File: src/rtl/apb_requester.sv
// Single-outstanding APB4 requester: turns a command/response handshake into
// APB SETUP/ACCESS transfers, with an optional wait-state timeout.
module apb_requester #(
    parameter int ADDR_W  = 12,
    parameter int DATA_W  = 32,
    parameter int TIMEOUT = 16
) (
    input  logic                  pclk,
    input  logic                  preset,
    input  logic                  cmd_valid,
    output logic                  cmd_ready,
    input  logic                  cmd_write,
    input  logic [ADDR_W-1:0]     cmd_addr,
    input  logic [DATA_W-1:0]     cmd_wdata,
    input  logic [DATA_W/8-1:0]   cmd_strb,
    output logic                  rsp_valid,
    output logic [DATA_W-1:0]     rsp_rdata,
    output logic                  rsp_err,
    output logic                  rsp_timeout,
    output logic                  psel,
    output logic                  penable,
    output logic                  pwrite,
    output logic [ADDR_W-1:0]     paddr,
    output logic [DATA_W-1:0]     pwdata,
    output logic [DATA_W/8-1:0]   pstrb,
    input  logic [DATA_W-1:0]     prdata,
    input  logic                  pready,
    input  logic                  pslverr
);

    localparam int CNT_W = (TIMEOUT > 0) ? $clog2(TIMEOUT + 1) : 1;
    localparam logic [CNT_W-1:0] CNT_LAST = CNT_W'(TIMEOUT - 1);

    typedef enum logic [1:0] {
        IDLE   = 2'd0,
        SETUP  = 2'd1,
        ACCESS = 2'd2
    } state_t;

    state_t                state_q;
    logic [CNT_W-1:0]      cnt_q;
    logic                  psel_q, penable_q, pwrite_q;
    logic [ADDR_W-1:0]     paddr_q;
    logic [DATA_W-1:0]     pwdata_q;
    logic [DATA_W/8-1:0]   pstrb_q;
    logic                  rsp_valid_q, rsp_err_q, rsp_timeout_q;
    logic [DATA_W-1:0]     rsp_rdata_q;

    assign cmd_ready = (state_q == IDLE) & ~preset;

    always_ff @(posedge pclk) begin
        if (preset) begin
            state_q       <= IDLE;
            cnt_q         <= '0;
            psel_q        <= 1'b0;
            penable_q     <= 1'b0;
            pwrite_q      <= 1'b0;
            paddr_q       <= '0;
            pwdata_q      <= '0;
            pstrb_q       <= '0;
            rsp_valid_q   <= 1'b0;
            rsp_rdata_q   <= '0;
            rsp_err_q     <= 1'b0;
            rsp_timeout_q <= 1'b0;
        end else begin
            rsp_valid_q <= 1'b0;
            case (state_q)
                IDLE: begin
                    if (cmd_valid) begin
                        pwrite_q  <= cmd_write;
                        paddr_q   <= cmd_addr;
                        pwdata_q  <= cmd_wdata;
                        pstrb_q   <= cmd_write ? cmd_strb : '0;
                        psel_q    <= 1'b1;
                        penable_q <= 1'b0;
                        state_q   <= SETUP;
                    end
                end
                SETUP: begin
                    penable_q <= 1'b1;
                    cnt_q     <= '0;
                    state_q   <= ACCESS;
                end
                ACCESS: begin
                    if (pready) begin
                        psel_q        <= 1'b0;
                        penable_q     <= 1'b0;
                        rsp_valid_q   <= 1'b1;
                        rsp_err_q     <= pslverr;
                        rsp_timeout_q <= 1'b0;
                        rsp_rdata_q   <= (!pwrite_q && !pslverr) ? prdata : '0;
                        state_q       <= IDLE;
                    end else if ((TIMEOUT != 0) && (cnt_q == CNT_LAST)) begin
                        psel_q        <= 1'b0;
                        penable_q     <= 1'b0;
                        rsp_valid_q   <= 1'b1;
                        rsp_err_q     <= 1'b1;
                        rsp_timeout_q <= 1'b1;
                        rsp_rdata_q   <= '0;
                        state_q       <= IDLE;
                    end else if (cnt_q != '1) begin
                        // Saturating so a disabled timeout never wraps.
                        cnt_q <= cnt_q + 1'b1;
                    end
                end
                default: state_q <= IDLE;
            endcase
        end
    end

    assign psel        = psel_q;
    assign penable     = penable_q;
    assign pwrite      = pwrite_q;
    assign paddr       = paddr_q;
    assign pwdata      = pwdata_q;
    assign pstrb       = pstrb_q;
    assign rsp_valid   = rsp_valid_q;
    assign rsp_rdata   = rsp_rdata_q;
    assign rsp_err     = rsp_err_q;
    assign rsp_timeout = rsp_timeout_q;

endmodule

File: config.mk
export PLATFORM = sky130hd
export DESIGN_NAME = apb_requester
export DESIGN_NICKNAME = d
export VERILOG_FILES = /design/src/rtl/apb_requester.sv
export SDC_FILE = /design/constraint.sdc
export NUM_CORES = 1
export LEC_CHECK = 0
export CAP_MARGIN = 10
export CORE_MARGIN = 2
export CORE_UTILIZATION = 41
export DETAILED_ROUTE_END_ITERATION = 7
export GPL_ROUTABILITY_DRIVEN = 1
export PLACE_DENSITY = 0.93
export SLEW_MARGIN = 20
export SYNTH_ARGS = -nofsm -noshare
export SYNTH_HDL_FRONTEND = slang
export SYNTH_SLANG_ARGS = --single-unit
export TNS_END_PERCENT = 1
File: constraint.sdc
create_clock -name pclk -period 4.5 [get_ports pclk]
set_clock_uncertainty 0.2 [all_clocks]
set_input_delay 1.125 -clock pclk [delete_from_list [all_inputs] [get_ports pclk]]
set_output_delay 1.125 -clock pclk [all_outputs]
set_load 0.01 [all_outputs]
==> results of run 1 <==
[Yosys cell counts]
library cell                n  area [µm²]
sky130_fd_sc_hd__a211oi_1   1       7.510
sky130_fd_sc_hd__a21oi_1   58       290.3
sky130_fd_sc_hd__a22o_1    32       280.3
sky130_fd_sc_hd__and3_1     1       6.260
sky130_fd_sc_hd__buf_1      1       3.750
sky130_fd_sc_hd__buf_2      2       10.01
sky130_fd_sc_hd__clkbuf_1  24       90.09
sky130_fd_sc_hd__dfxtp_1   93        1862
sky130_fd_sc_hd__ha_1       3       37.54
sky130_fd_sc_hd__inv_1      3       11.26
sky130_fd_sc_hd__nand2_1   94       352.8
sky130_fd_sc_hd__nand2b_1   3       18.77
sky130_fd_sc_hd__nand3_1    5       25.02
sky130_fd_sc_hd__nand3b_1   1       7.510
sky130_fd_sc_hd__nor2_1     3       11.26
sky130_fd_sc_hd__nor2b_1    1       6.260
sky130_fd_sc_hd__nor3_1     3       15.01
sky130_fd_sc_hd__nor3b_1    1       7.510
sky130_fd_sc_hd__nor4_1     1       6.260
sky130_fd_sc_hd__nor4_2     1       12.51
sky130_fd_sc_hd__nor4b_1    1       8.760
sky130_fd_sc_hd__o211ai_1   3       22.52
sky130_fd_sc_hd__o21a_1     1       7.510
sky130_fd_sc_hd__o21ba_1    1       10.01
sky130_fd_sc_hd__o221ai_1   1       8.760
sky130_fd_sc_hd__o311a_1    1       10.01
sky130_fd_sc_hd__o311ai_0   1       8.760
sky130_fd_sc_hd__or2_2      1       6.260
sky130_fd_sc_hd__or3_1      2       12.51
sky130_fd_sc_hd__or3b_2     1       8.760
sky130_fd_sc_hd__or4_1      1       7.510
sky130_fd_sc_hd__or4b_1     1       10.01
[per-layer routing]
layer | GRT usage | wire (µm) | part of all wire | up-vias
li1 | - | - | - | 1505
met1 | 0.2423 | 3482 | 0.38 | 1424
met2 | 0.3793 | 4887 | 0.54 | 102
met3 | 0.05177 | 470 | 0.052 | 23
met4 | 0.1007 | 263 | 0.029 | 0
met5 | 0 | 0 | 0 | -
[critical path, cell delays in order]
cell	delay [ps]
sky130_fd_sc_hd__buf_2	110
sky130_fd_sc_hd__nor3_1	130
sky130_fd_sc_hd__clkdlybuf4s50_1	560
[layout by cell type (no fill, tap or decap), types with 5 or more instances in the layout]
cell type / n
sky130_fd_sc_hd__clkdlybuf4s50_1: 171
sky130_fd_sc_hd__a21oi_1: 57
sky130_fd_sc_hd__nand3_1: 5
sky130_fd_sc_hd__dfxtp_1: 93
sky130_fd_sc_hd__buf_4: 5
sky130_fd_sc_hd__a22o_1: 32
sky130_fd_sc_hd__clkbuf_8: 10
sky130_fd_sc_hd__nand2_1: 94
[power breakdown]
part	switching (mW)	internal (mW)
Clock	0.295	0.276
Sequential	0.0196	0.856
Combinational	0.105	0.145
[flip-flops by register name, summed over array words and instances, names as in the netlist]
register,cells
cnt_q,5
paddr,12
penable,1
psel,1
pstrb,4
pwdata,32
pwrite,1
rsp_err,1
rsp_rdata,32
rsp_timeout,1
rsp_valid,1
state_q,2
[worst paths after layout]
kind                             endpoint  slack [ps]
worst max-delay path            cmd_ready        1240
worst min-delay path            pwdata[6]         260
worst max register to register   cnt_q[2]        2000
worst min register to register  pwdata[6]         260
[logic make-up (layout without fill, tap and decap cells)]
family / after synthesis / after routing / synth area share
flops: 93 / 93 / 0.5849
fa+ha+maj: 3 / 3 / 0.01179
buf+inv: 30 / 196 / 0.03616
compound gates: 99 / 99 / 0.2028
simple gates: 121 / 121 / 0.1643
[area by class of cell]
| cell class | instances | area share |
|---|---|---|
| repair buffers | 177 | 0.3382 |
| clock inverters | 6 | 0.01375 |
| well taps | 102 | 0.02460 |
| clock buffers | 10 | 0.02653 |
| multi-input cells | 223 | 0.2359 |
| flip-flops and latches | 93 | 0.3589 |
| inverters | 3 | 0.002171 |
[stage by stage]
step / setup slack, ps / power [mW] / hold slack, ps / area [µm²]
floorplan: 1405 / 0.9828 / 276.1 / 3183
global placement: 1237 / 1.137 / 237.8 / 4979
detailed placement: 1228 / 1.145 / 245.3 / 4979
CTS: 1228 / 1.712 / 257.9 / 5187
global route: 1142 / 1.766 / 277.6 / 5187
finish: 1245 / 1.696 / 257.5 / 5187
==> results.yml, run 1 <==
sta:
  post-route-min-period_ps: 3255
  final_min_period_over_clock_period: 0.7234
  timing.fmax_mhz: 307.2
  report.final.hold_viol_count: 0
  worst-slew-pin-transition_ps: 1008
  max_slew_headroom: 0.3278
  timing.setup.tns_ps: 0
  report.final.slew_viol_count: 0
  rsz0062_at_grt: "false"
  endpoints_failing_setup: 0
job:
  max_cap_viol_count: 0
power_and_ir_drop:
  irDropWorstVdd_mv: 0.2097
  power_per_unit_of_standard_cell_area_mw_per_mm2: 327.0
  p_leak_nw: 1.917
logic_synthesis:
  yosysSeqAreaShare: 0.5849
  syn_nets: 435
  postSynthCellCount: 346
  summed_instance_area_of_the_synthesized_netlist_mm2: 0.003183
  synth_area_per_cell_um2: 9.200
  ys_types: 32
  synthesis.yosys.warnings: 0
  synth_seq_cells: 93
floorplan:
  num_rows: 32
  die_height_um: 92.11
  core_area_mm2: 0.007607
  chipWidth_um: 92.11
  starting_utilization_of_the_core_area: 0.4184
  dieArea_mm2: 0.008484
  io_pins: 173
setup_path:
  r2r_cells: 6
  end_kind: "output pin"
  start_kind: "input port"
  cp_data_required_time_ps: 3170
  crit_path_start: "preset"
  crit_fanout: 2
  rr_startpoint: "cnt_q[0]"
  criticalPathCategory: "input port to output pin"
  cp.arrival_ps: 1930
global_routing:
  gr-usage-all-layers: 0.2144
  total_congestion_overflow: 0
  global_route_wire_length_before_repair_um: 14570
  grt_antenna_before_repair: 0
  grt_start_max_net_pins: 63
  via_count_of_the_first_global_routing_pass: 3045
detailed_routing:
  wire_per_inst_um: 14.83
  detailroute.via_count: 3054
  post_drt_via_cell_ratio: 4.974
  final_antenna_net_count: 0
  drc: 0
  drc_violation_total_after_the_first_tritonroute_iteration: 119
  wl_um: 9104
  drt_pre_antenna_iters: 4
cts:
  cts_tree: "built"
  cts_htree_levels: 3
  post_cts.resized_instances: 0
  cts.path.max_buffers: 2
  cts.hold.buffers_added: 0
  numCtsBuffers: 9
  cts-root-buf: "sky130_fd_sc_hd__clkbuf_8"
  cts_post_setup_buffers_inserted: 0
  cts_clk_pin_slew_worst_paths_ps: 90
  clock_sinks: 93
  clock_insertion_delay_at_the_later_pin_of_the_skew_report_ps: 350
final_layout:
  num-nets-final: 596
  utilization: 0.6819
  share_of_final_layout_standard_cells_stronger_than_drive_strength_1: 0.05273
  seqCellArea_mm2: 0.001862
  synthToLayoutAreaGrowth_pct: 62.97
  fillCellCount: 582
  antennaDiodeCount: 0
  post_layout_nonfiller_instances: 614
  multi_input_logic_area_mm2: 0.001224
hold_path:
  min-delay-start: "pwdata[6]"
  cell_depth_of_the_worst_min_delay_path: 2
  min-delay-path-class: "flip-flop to flip-flop"
placement:
  numPlacedInstances: 598
  dpl_wire_length_um: 6596
  io_buffer_count: 172
  place_congestion: 0.7286
status:
  status: "complete, no violations"
Note: power is estimated with default switching activity, not from simulation.
==> inputs of run 2 (changes only) <==
--- a/config.mk
+++ b/config.mk
@@ -7,10 +7,10 @@
 export LEC_CHECK = 0
 export CAP_MARGIN = 10
 export CORE_MARGIN = 2
-export CORE_UTILIZATION = 41
+export CORE_UTILIZATION = 35
 export DETAILED_ROUTE_END_ITERATION = 7
 export GPL_ROUTABILITY_DRIVEN = 1
-export PLACE_DENSITY = 0.93
+export PLACE_DENSITY = 0.85
 export SLEW_MARGIN = 20
 export SYNTH_ARGS = -nofsm -noshare
 export SYNTH_HDL_FRONTEND = slang
==> constraint.sdc (replaced) <==
create_clock -name pclk -period 2.7 [get_ports pclk]
set_clock_uncertainty 0.2 [all_clocks]
set_input_delay 0.675 -clock pclk [delete_from_list [all_inputs] [get_ports pclk]]
set_output_delay 0.675 -clock pclk [all_outputs]
set_load 0.01 [all_outputs]
==> results.yml, run 2 (synthesized netlist as in run 1, its figures left out) <==
status:
  status: "complete, no violations"
global_routing:
  via_count_of_the_first_global_routing_pass: 3023
  grt_antenna_before_repair: 0
  total_congestion_overflow: 0
  grt_start_max_net_pins: 63
  global_route_wire_length_before_repair_um: 14420
  gr-usage-all-layers: 0.1801
final_layout:
  layout.cells.most_common: "sky130_fd_sc_hd__clkdlybuf4s50_1"
  num-nets-final: 599
  final_cell_area_mm2: 0.005269
  post_layout_nonfiller_instances: 622
  antennaDiodeCount: 0
  share_of_final_layout_standard_cells_stronger_than_drive_strength_1: 0.05642
  synthToLayoutAreaGrowth_pct: 65.53
  most-common-layout-cells: "171 x sky130_fd_sc_hd__clkdlybuf4s50_1, 94 x sky130_fd_sc_hd__nand2_1, 93 x sky130_fd_sc_hd__dfxtp_1, 57 x sky130_fd_sc_hd__a21oi_1, 32 x sky130_fd_sc_hd__a22o_1"
  utilization: 0.6012
detailed_routing:
  wl_um: 9098
  drc_violation_total_after_the_first_tritonroute_iteration: 109
  post_drt_via_cell_ratio: 4.941
  final_antenna_net_count: 0
  drt_pre_antenna_iters: 4
  detailroute.via_count: 3073
  wire_per_inst_um: 14.63
  drc: 0
cts:
  cts-root-buf: "sky130_fd_sc_hd__clkbuf_8"
  cts.path.max_buffers: 2
  cts_htree_levels: 3
  post_cts.resized_instances: 0
  clock_sinks: 93
  numCtsBuffers: 9
  cts_clk_pin_slew_worst_paths_ps: 100
  cts_tree: "built"
  cts.hold.buffers_added: 0
  clock_insertion_delay_at_the_later_pin_of_the_skew_report_ps: 350
  cts_post_setup_buffers_inserted: 0
placement:
  numPlacedInstances: 607
  worst_setup_slack_post_dpl_ps: 52.08
  place_congestion: 0.7422
  io_buffer_count: 172
  dpl_wire_length_um: 6581
  placed_cell_area_mm2: 0.005046
floorplan:
  num_rows: 34
  core_area_mm2: 0.008763
  io_pins: 173
  chipWidth_um: 99.37
  dieArea_mm2: 0.009873
  die_height_um: 99.37
  starting_utilization_of_the_core_area: 0.3632
power_and_ir_drop:
  power_frac_comb: 0.146
  p_seq_frac: 0.502
  internal_power_mw: 2.222
  clock_power_share: 0.352
  power.share.switching: 0.2353
  report.power.total_mw: 2.906
  p_leak_nw: 1.954
  p_switching_mw: 0.6836
  irDropWorstVdd_mv: 0.3329
  power_per_unit_of_standard_cell_area_mw_per_mm2: 551.5
setup_path:
  start_kind: "flip-flop"
  criticalPathCategory: "flip-flop to flip-flop"
  r2r_cells: 6
  worst_r2r_endpoint: "cnt_q[2]"
  crit_fanout: 10
  rr_startpoint: "cnt_q[0]"
  cp.arrival_ps: 2560
  cp_data_required_time_ps: 2780
  rrSetupSlack_ps: 220
  end_kind: "flip-flop"
sta:
  worst-slew-pin-transition_ps: 649.1
  rsz0062_at_grt: "false"
  final_min_period_over_clock_period: 0.9170
  max_slew_headroom: 0.5672
  report.final.hold_viol_count: 0
  report.final.slew_viol_count: 0
  timing.setup.tns_ps: 0
  timing.fmax_mhz: 403.9
  setup_slack_ps: 224.0
  final.hold.worst_slack_ps: 253.2
  endpoints_failing_setup: 0
  post-route-min-period_ps: 2476
hold_path:
  cell_depth_of_the_worst_min_delay_path: 2
  min-delay-start: "pstrb[3]"
  min-delay-path-class: "flip-flop to flip-flop"
  hold_end: "pstrb[3]"
job:
  max_cap_viol_count: 0
run 2: worst max-delay path, cell delays in order, from the launching register on:
cell                      delay, ps
sky130_fd_sc_hd__dfxtp_1        350
sky130_fd_sc_hd__ha_1           210
sky130_fd_sc_hd__and3_1         200
sky130_fd_sc_hd__ha_1           190
sky130_fd_sc_hd__or4b_1         630
sky130_fd_sc_hd__or4_1          460
sky130_fd_sc_hd__a21oi_1        160
run 2: layer usage:
layer  wire length [µm]  track usage  vias to the layer above
li1                   -            -                     1513
met2               4659       0.3144                      103
met5                  0            0                        -
met4                263      0.08430                        0
met3                534      0.04287                       22
met1               3641       0.2079                     1435
run 2: how the worst max path moves through the flow:
stage	startpoint	endpoint	slack (ps)
finish	cnt_q[0]	cnt_q[2]	220
global placement	pready	cnt_q[2]	80
global route	cnt_q[0]	cnt_q[2]	90
detailed placement	pready	cnt_q[3]	50
CTS	cnt_q[0]	cnt_q[3]	230
floorplan	cnt_q[0]	cnt_q[3]	380
run 2: cell type report:
cell class                 count  area, µm²
multi-input combinational    223       1224
clock buffer                  10      137.6
timing repair buffer         180       1814
fill                         755       3495
inverter                       3      11.26
tap                          108      135.1
clock inverter                 5      85.08
sequential                    93       1862
run 2: power by group through the flow:
stage / clock, mW / combinational (mW) / sequential, mW
after floorplan: 0 / 0.126 / 1.51
after global placement: 0 / 0.418 / 1.49
after detailed placement: 0 / 0.428 / 1.49
after CTS: 1.06 / 0.430 / 1.46
after global routing: 1.10 / 0.460 / 1.47
final: 1.02 / 0.425 / 1.46
==> inputs of run 3 (changes only) <==
--- a/config.mk
+++ b/config.mk
@@ -7,10 +7,11 @@
 export LEC_CHECK = 0
 export CAP_MARGIN = 10
 export CORE_MARGIN = 2
-export CORE_UTILIZATION = 35
+export CORE_UTILIZATION = 39
+export CTS_CLUSTER_DIAMETER = 60
 export DETAILED_ROUTE_END_ITERATION = 7
-export GPL_ROUTABILITY_DRIVEN = 1
-export PLACE_DENSITY = 0.85
+export GPL_ROUTABILITY_DRIVEN = 0
+export PLACE_DENSITY = 0.89
 export SLEW_MARGIN = 20
 export SYNTH_ARGS = -nofsm -noshare
 export SYNTH_HDL_FRONTEND = slang
==> constraint.sdc (replaced) <==
create_clock -name pclk -period 2.3 [get_ports pclk]
set_clock_uncertainty 0.2 [all_clocks]
set_input_delay 0.575 -clock pclk [delete_from_list [all_inputs] [get_ports pclk]]
set_output_delay 0.575 -clock pclk [all_outputs]
set_load 0.01 [all_outputs]
==> results.yml, run 3 (synthesized netlist as in run 1, its figures left out) <==
floorplan:
  dieArea_mm2: 0.008900
  num_rows: 32
  chipWidth_um: 94.34
  core_area_mm2: 0.007807
  io_pins: 173
  starting_utilization_of_the_core_area: 0.4077
  die_height_um: 94.34
sta:
  report.final.hold_viol_count: 0
  endpoints_failing_setup: 0
  post-route-min-period_ps: 2289
  setup_slack_ps: 10.61
  rsz0062_at_grt: "true"
  worst-slew-pin-transition_ps: 647.3
  final_min_period_over_clock_period: 0.9954
  timing.setup.tns_ps: 0
  report.final.slew_viol_count: 0
  timing.fmax_mhz: 436.8
  max_slew_headroom: 0.5684
setup_path:
  cp_data_required_time_ps: 2380
  criticalPathCategory: "flip-flop to flip-flop"
  cp.arrival_ps: 2370
  cpLargestDelayFamily: "simple AND/OR/NAND/NOR gates"
  stage_delay_of_the_slowest_cell_on_the_critical_path_ps: 570
  path_cells: "ha_4 > and3_4 > ha_4 > or4b_4 > or4_1 > a21oi_1"
  crit_path_frequent_cell: "sky130_fd_sc_hd__ha_4"
  start_kind: "flip-flop"
  worst_path_max_delay_cell: "sky130_fd_sc_hd__or4b_4"
  crit_fanout: 8
  critPathBufInv: 0
  end_kind: "flip-flop"
global_routing:
  via_count_of_the_first_global_routing_pass: 3146
  gr-usage-all-layers: 0.2108
  global_route_wire_length_before_repair_um: 14670
  grt_start_max_net_pins: 63
  total_congestion_overflow: 0
  grt_antenna_before_repair: 0
placement:
  dpl_wire_length_um: 6936
  numPlacedInstances: 605
  placed_cell_area_mm2: 0.005059
  worst_setup_slack_post_dpl_ps: -210.9
  io_buffer_count: 172
final_layout:
  most-common-layout-cells: "170 x sky130_fd_sc_hd__clkdlybuf4s50_1, 94 x sky130_fd_sc_hd__nand2_1, 89 x sky130_fd_sc_hd__dfxtp_1, 57 x sky130_fd_sc_hd__a21oi_1, 32 x sky130_fd_sc_hd__a22o_1"
  synthToLayoutAreaGrowth_pct: 67.18
  share_of_final_layout_standard_cells_stronger_than_drive_strength_1: 0.08654
  layout.cells.most_common: "sky130_fd_sc_hd__clkdlybuf4s50_1"
  num-nets-final: 604
  final_cell_area_mm2: 0.005321
  post_layout_nonfiller_instances: 622
  fillCellCount: 632
  antennaDiodeCount: 0
  utilization: 0.6816
status:
  status: "complete, no violations"
cts:
  cts.path.max_buffers: 2
  clock_sinks: 93
  cts-root-buf: "sky130_fd_sc_hd__clkbuf_8"
  cts_htree_levels: 3
  cts_clk_pin_slew_worst_paths_ps: 80
  cts_tree: "built"
  numCtsBuffers: 9
  clock_insertion_delay_at_the_later_pin_of_the_skew_report_ps: 350
detailed_routing:
  drc: 0
  wire_per_inst_um: 15.37
  final_antenna_net_count: 0
  post_drt_via_cell_ratio: 5.042
  drt_pre_antenna_iters: 4
  drc_violation_total_after_the_first_tritonroute_iteration: 127
  wl_um: 9563
  detailroute.via_count: 3136
power_and_ir_drop:
  irDropWorstVdd_mv: 0.4541
  power_per_unit_of_standard_cell_area_mw_per_mm2: 625.5
  p_leak_nw: 1.978
hold_path:
  min-delay-path-class: "flip-flop to flip-flop"
job:
  max_cap_viol_count: 0
## run 3: final cells by class
| class | instances | area [µm²] | area share |
|---|---|---|---|
| tap | 102 | 127.6 | 0.02398 |
| timing repair buffer | 185 | 1842 | 0.3461 |
| clock inverter | 6 | 67.56 | 0.01270 |
| multi-input combinational | 223 | 1269 | 0.2384 |
| clock buffer | 10 | 137.6 | 0.02586 |
| sequential | 93 | 1867 | 0.3508 |
| inverter | 3 | 11.26 | 0.002116 |
## run 3: through the flow
step / hold WS [ps] / power, mW
finish: 257.5 / 3.328
global route: 276.0 / 3.487
CTS: 259.2 / 3.373
detailed placement: 246.8 / 2.256
global placement: 238.8 / 2.239
floorplan: 276.1 / 1.923
## run 3: metal layers
metal	up-vias	routed length, µm	global-route usage
met2	126	5083	0.3810
met5	-	0	0
li1	1532	-	-
met4	0	338	0.09783
met1	1449	3583	0.2300
met3	29	558	0.05507
## run 3: what timing repair did
action                                 CTS  global route
gates resized for setup                  4             9
pin swaps                                0             3
setup endpoints to repair                5             3
endpoints found under the hold margin    0             0
hold buffers                             0             0
setup buffers                            0             1
## run 3: worst reg2reg max path: cells and delay by family (launching register included)
kind                     cells  cell delay [ps]
AND/OR/NAND/NOR              3             1240
flip-flops                   1              340
adder cells (fa/ha/maj)      2              320
AO/OA/AOI/OAI                1              130
## run 3: final timing paths
| check | slack [ps] | to | from | depth (start not counted) |
|---|---|---|---|---|
| setup / recovery | 10 | cnt_q[2] | cnt_q[0] | 6 |
| hold / removal | 260 | pwdata[15] | pwdata[15] | 2 |
| setup reg to reg | 10 | cnt_q[2] | cnt_q[0] | 6 |
| hold reg to reg | 260 | pwdata[15] | pwdata[15] | 2 |
## run 3: power breakdown
part / total (mW) / internal, mW / switching, mW
sequential: 1.71 / 1.68 / 0.0380
clock: 1.11 / 0.538 / 0.570
combinational: 0.507 / 0.294 / 0.213
total: 3.33 / 2.51 / 0.821
==> RTL change 1: new RTL, flow settings as in run 3 <==
Set the parameter `DATA_W` to 36 (it was 32).
--- a/src/rtl/apb_requester.sv
+++ b/src/rtl/apb_requester.sv
@@ -2,7 +2,7 @@
 // APB SETUP/ACCESS transfers, with an optional wait-state timeout.
 module apb_requester #(
     parameter int ADDR_W  = 12,
-    parameter int DATA_W  = 32,
+    parameter int DATA_W  = 36,
     parameter int TIMEOUT = 16
 ) (
     input  logic                  pclk,
Interface: changed (resized cmd_wdata, prdata, pwdata and rsp_rdata); port bits go from 173 to 189. No check against the original RTL was run, so the function may have changed too.
==> RTL change 1 against run 3 <==
  * Core utilization is 3.3 points lower
  * Global-route usage rose by 0.73 points
  * Die area is 16% higher
  * Synthesized area up 16%
  * Final area grew 13%
  * Setup slack gained 0.021 ns
  * First-iteration DRC count is 7.1% lower
  * Power rose by 4.8%
  * Sequential power is 9% higher
  * Wire length up 20%
  * Sequential share of layout area decreased by 1.3 points
  * Combinational power rose by 21%
  * Sequential cell count increased by 8
  * Highest routed layer unchanged
==> RTL change 1: results <==
place:
  hpwl_mm: 8.40
  place_ws_ns: -0.104
  port_buffers: 188
  dpl_cell_area_mm2: 0.00581
power:
  vdd_drop_max_mv: 0.355
  p_switching_w: 0.000905
  seq_power_w: 0.00186
  comb_power_share: 0.176
synthesis:
  yosys.cell_types.count: 31
  synthCells: 452
  synthTopCellsByCount: "nand2_1 (103), dfxtp_1 (101), a21oi_1 (95)"
  synth_seq_area_share: 0.545
  synth_compound_area_frac: 0.204
  post_synth_fa_ha_maj_area_fraction: 0.0101
min_path:
  hp-start: "pwdata[12]"
detailed_routing:
  via_count: 3902
  vias_per_cell: 5.13
  drtIter0Drc: 118
  drt-met1-wl_mm: 4.44
  wl_met2_mm: 5.80
grt:
  use_met1: 0.242
  grt_usage: 0.218
  met2_usage: 0.386
  grt_pass1_wl_mm: 18.0
  use_met3: 0.0835
  grt_pass1_vias: 3814
  grt_max_degree: 56
timing:
  fmax_mhz: 441
cells_and_area:
  fin_nets: 724
critical_path:
  critPathMaxFanout: 4
  r2r_slack_ns: 0.03
run_status:
  status: "completed"
[RTL change 1: cell count changes after synthesis, moves of 8 or more]
cell      change
a21oi_1      +37
a22o_1       -32
clkbuf_1     +11
dfxtp_1       +8
nand2_1       +9
nand3_1      +35
o21ai_0      +37
[RTL change 1: timing repair]
item / 4_1_cts / 5_1_grt
endpoints found under the setup margin: 2 / 4
gates cloned: 0 / 0
pin swaps: 0 / 1
resized for setup: 2 / 2
[RTL change 1: layout make-up]
cell class	instances	area share
clock buffer	11	0.0236
clock inverter	5	0.00605
inverter	4	0.00250
multi-input combinational	306	0.256
sequential	101	0.338
tap	129	0.0269
timing repair buffer	205	0.347
[RTL change 1: worst min path at each step]
stage / endpoint / slack [ns]
floorplan: cnt_q[3] / 0.23
global placement: pstrb[2] / 0.24
detailed placement: pstrb[2] / 0.24
CTS: pstrb[2] / 0.26
global route: pstrb[2] / 0.27
finish: pwdata[12] / 0.26
==> RTL change 2: new RTL, flow settings as in run 3 <==
Made on the original files. Encoding of `state_t`: now one-hot (3 bits for 3 states).
--- a/src/rtl/apb_requester.sv
+++ b/src/rtl/apb_requester.sv
@@ -31,10 +31,10 @@
     localparam int CNT_W = (TIMEOUT > 0) ? $clog2(TIMEOUT + 1) : 1;
     localparam logic [CNT_W-1:0] CNT_LAST = CNT_W'(TIMEOUT - 1);
 
-    typedef enum logic [1:0] {
-        IDLE   = 2'd0,
-        SETUP  = 2'd1,
-        ACCESS = 2'd2
+    typedef enum logic [2:0] {
+        IDLE   = 3'b001,
+        SETUP  = 3'b010,
+        ACCESS = 3'b100
     } state_t;
 
     state_t                state_q;
Formal check against the unedited RTL: no difference found for any inputs over 10 cycles, from zero or initial values and one cycle with preset high; not proved beyond that.
==> RTL change 2 against run 3 <==
  * Fmax rose by 4.0%
  * Critical path depth rose by 1
  * Core utilization fell by 3.9 points
  * Global-route usage fell by 0.62 points
  * Synthesized area rose by 12%
  * Critical endpoint is now cnt_q[4]
  * Wire length rose by 11%
  * Highest routed layer unchanged
  * Setup slack improved by 0.088 ns
  * Largest cell class unchanged
  * Power fell by 2.5%
  * Final area rose by 5.9%
  * Die area rose by 11%
  * Sequential cell count rose by 1
==> RTL change 2: results <==
critical_path:
  max_stage_delay_ns: 0.37
  rr_worst_depth: 7
  r2r_slack_ns: 0.1
  arrival_ns: 2.18
  r2r-end: "cnt_q[4]"
  cpMaxStageDelayCell: "or3_1"
  critPathMaxFanout: 4
cells_and_area:
  fill_cells: 717
  fin_nets: 682
  drive_above_1_share: 0.0736
cts:
  worstSkewPairLatency_ns: 0.33
  cts_buffer_depth: 2
  htreeDepth: 3
  clkTransAtPathRegs_ns: 0.09
grt:
  grt_pass1_wl_mm: 16.7
  grt_usage: 0.205
  grt_pass1_vias: 3602
  grt_max_degree: 96
detailed_routing:
  vias_per_cell: 5.26
  route.detailed.wl_per_inst_um: 15.1
  drtIter0Drc: 161
run_status:
  status: "completed"
synthesis:
  post_synth_fa_ha_maj_area_fraction: 0.0106
  syn-num-nets: 525
  synth.area.mux_share: 0.00281
  synth_area_leaders: "dfxtp_1 (53%), a21oi_1 (12%), nand2_1 (10%)"
  synth_largest_area_cell: "dfxtp_1"
  yosys.cell_types.count: 36
  synth_seq_area_share: 0.529
  synthTopCellsByCount: "nand2_1 (96), dfxtp_1 (94), a21oi_1 (86)"
  synth_compound_area_frac: 0.192
min_path:
  hold_path_end: "pwdata[14]"
  hp-start: "pwdata[14]"
timing:
  relSlewSlack: 0.367
power:
  vdd_drop_max_mv: 0.383
  p_int_w: 0.00241
  p_leak_nw: 1.94
place:
  hpwl_mm: 7.42
[RTL change 2: per-stage QoR]
stage                     instances  instance area [um2]  setup WS, ns  TNS [ns]  hold WS, ns
after CTS                       706                 5620        0.0143         0        0.259
after global routing            706                 5630        0.0204         0        0.276
after floorplan                 436                 3560         0.118         0        0.268
after global placement          690                 5440        -0.134    -0.184        0.239
final                           706                 5630        0.0986         0        0.259
after detailed placement        690                 5440        -0.116    -0.288        0.247
[RTL change 2: worst register-to-register path: stages (launching register included)]
cell and delay [ns]:
dfxtp_4 0.36, ha_2 0.19, and3_4 0.18, ha_2 0.18
or3_1 0.37, buf_4 0.16, o21ai_0 0.26, o32ai_1 0.15
[RTL change 2: worst max-delay path by stage]
stage / startpoint / to / cells after the start
2_1_floorplan: cnt_q[0] / cnt_q[3] / 6
3_3_place_gp: preset / cmd_ready / 3
3_5_place_dp: preset / cmd_ready / 3
4_1_cts: cnt_q[0] / cnt_q[4] / 7
5_1_grt: cnt_q[0] / cnt_q[3] / 6
6_report: cnt_q[0] / cnt_q[4] / 7
[RTL change 2: cell type report]
| class | instances | area, um2 | share of cell area |
|---|---|---|---|
| Multi-Input combinational cell | 297 | 1540 | 0.273 |
| Sequential cell | 94 | 1890 | 0.335 |
| Clock inverter | 5 | 35.0 | 0.00622 |
| Inverter | 3 | 11.3 | 0.00200 |
| Timing Repair Buffer | 188 | 1890 | 0.335 |
| Tap cell | 108 | 135 | 0.0240 |
| Clock buffer | 11 | 141 | 0.0251 |
[RTL change 2: what timing repair did]
item / CTS / global route
hold endpoints to repair: 0 / 0
setup endpoints to repair: 1 / 3
gates resized for setup: 2 / 5
pin swaps: 0 / 1
[RTL change 2: power by group through the flow]
stage	clock (W)	combinational [W]	sequential, W
after floorplan	0	0.000174	0.00178
after global placement	0	0.000527	0.00175
after detailed placement	0	0.000537	0.00176
after CTS	0.00102	0.000540	0.00172
after global routing	0.00110	0.000581	0.00172
final	0.000991	0.000537	0.00172
[RTL change 2: cell families (layout without fill, tap and decap cells)]
| group | count (synthesis) | count (layout) |
|---|---|---|
| buffers and inverters | 45 | 207 |
| flip-flops | 94 | 94 |
| AO/OA/AOI/OAI | 131 | 131 |
| AND/OR/NAND/NOR | 162 | 162 |
| adder cells (fa/ha/maj) | 3 | 3 |
| multiplexers | 1 | 1 |
[RTL change 2: metal layers]
metal | track usage | share of wire
met1 | 0.227 | 0.39
met2 | 0.379 | 0.54
met3 | 0.0625 | 0.063
met4 | 0.0527 | 0.014
met5 | 0 | 0
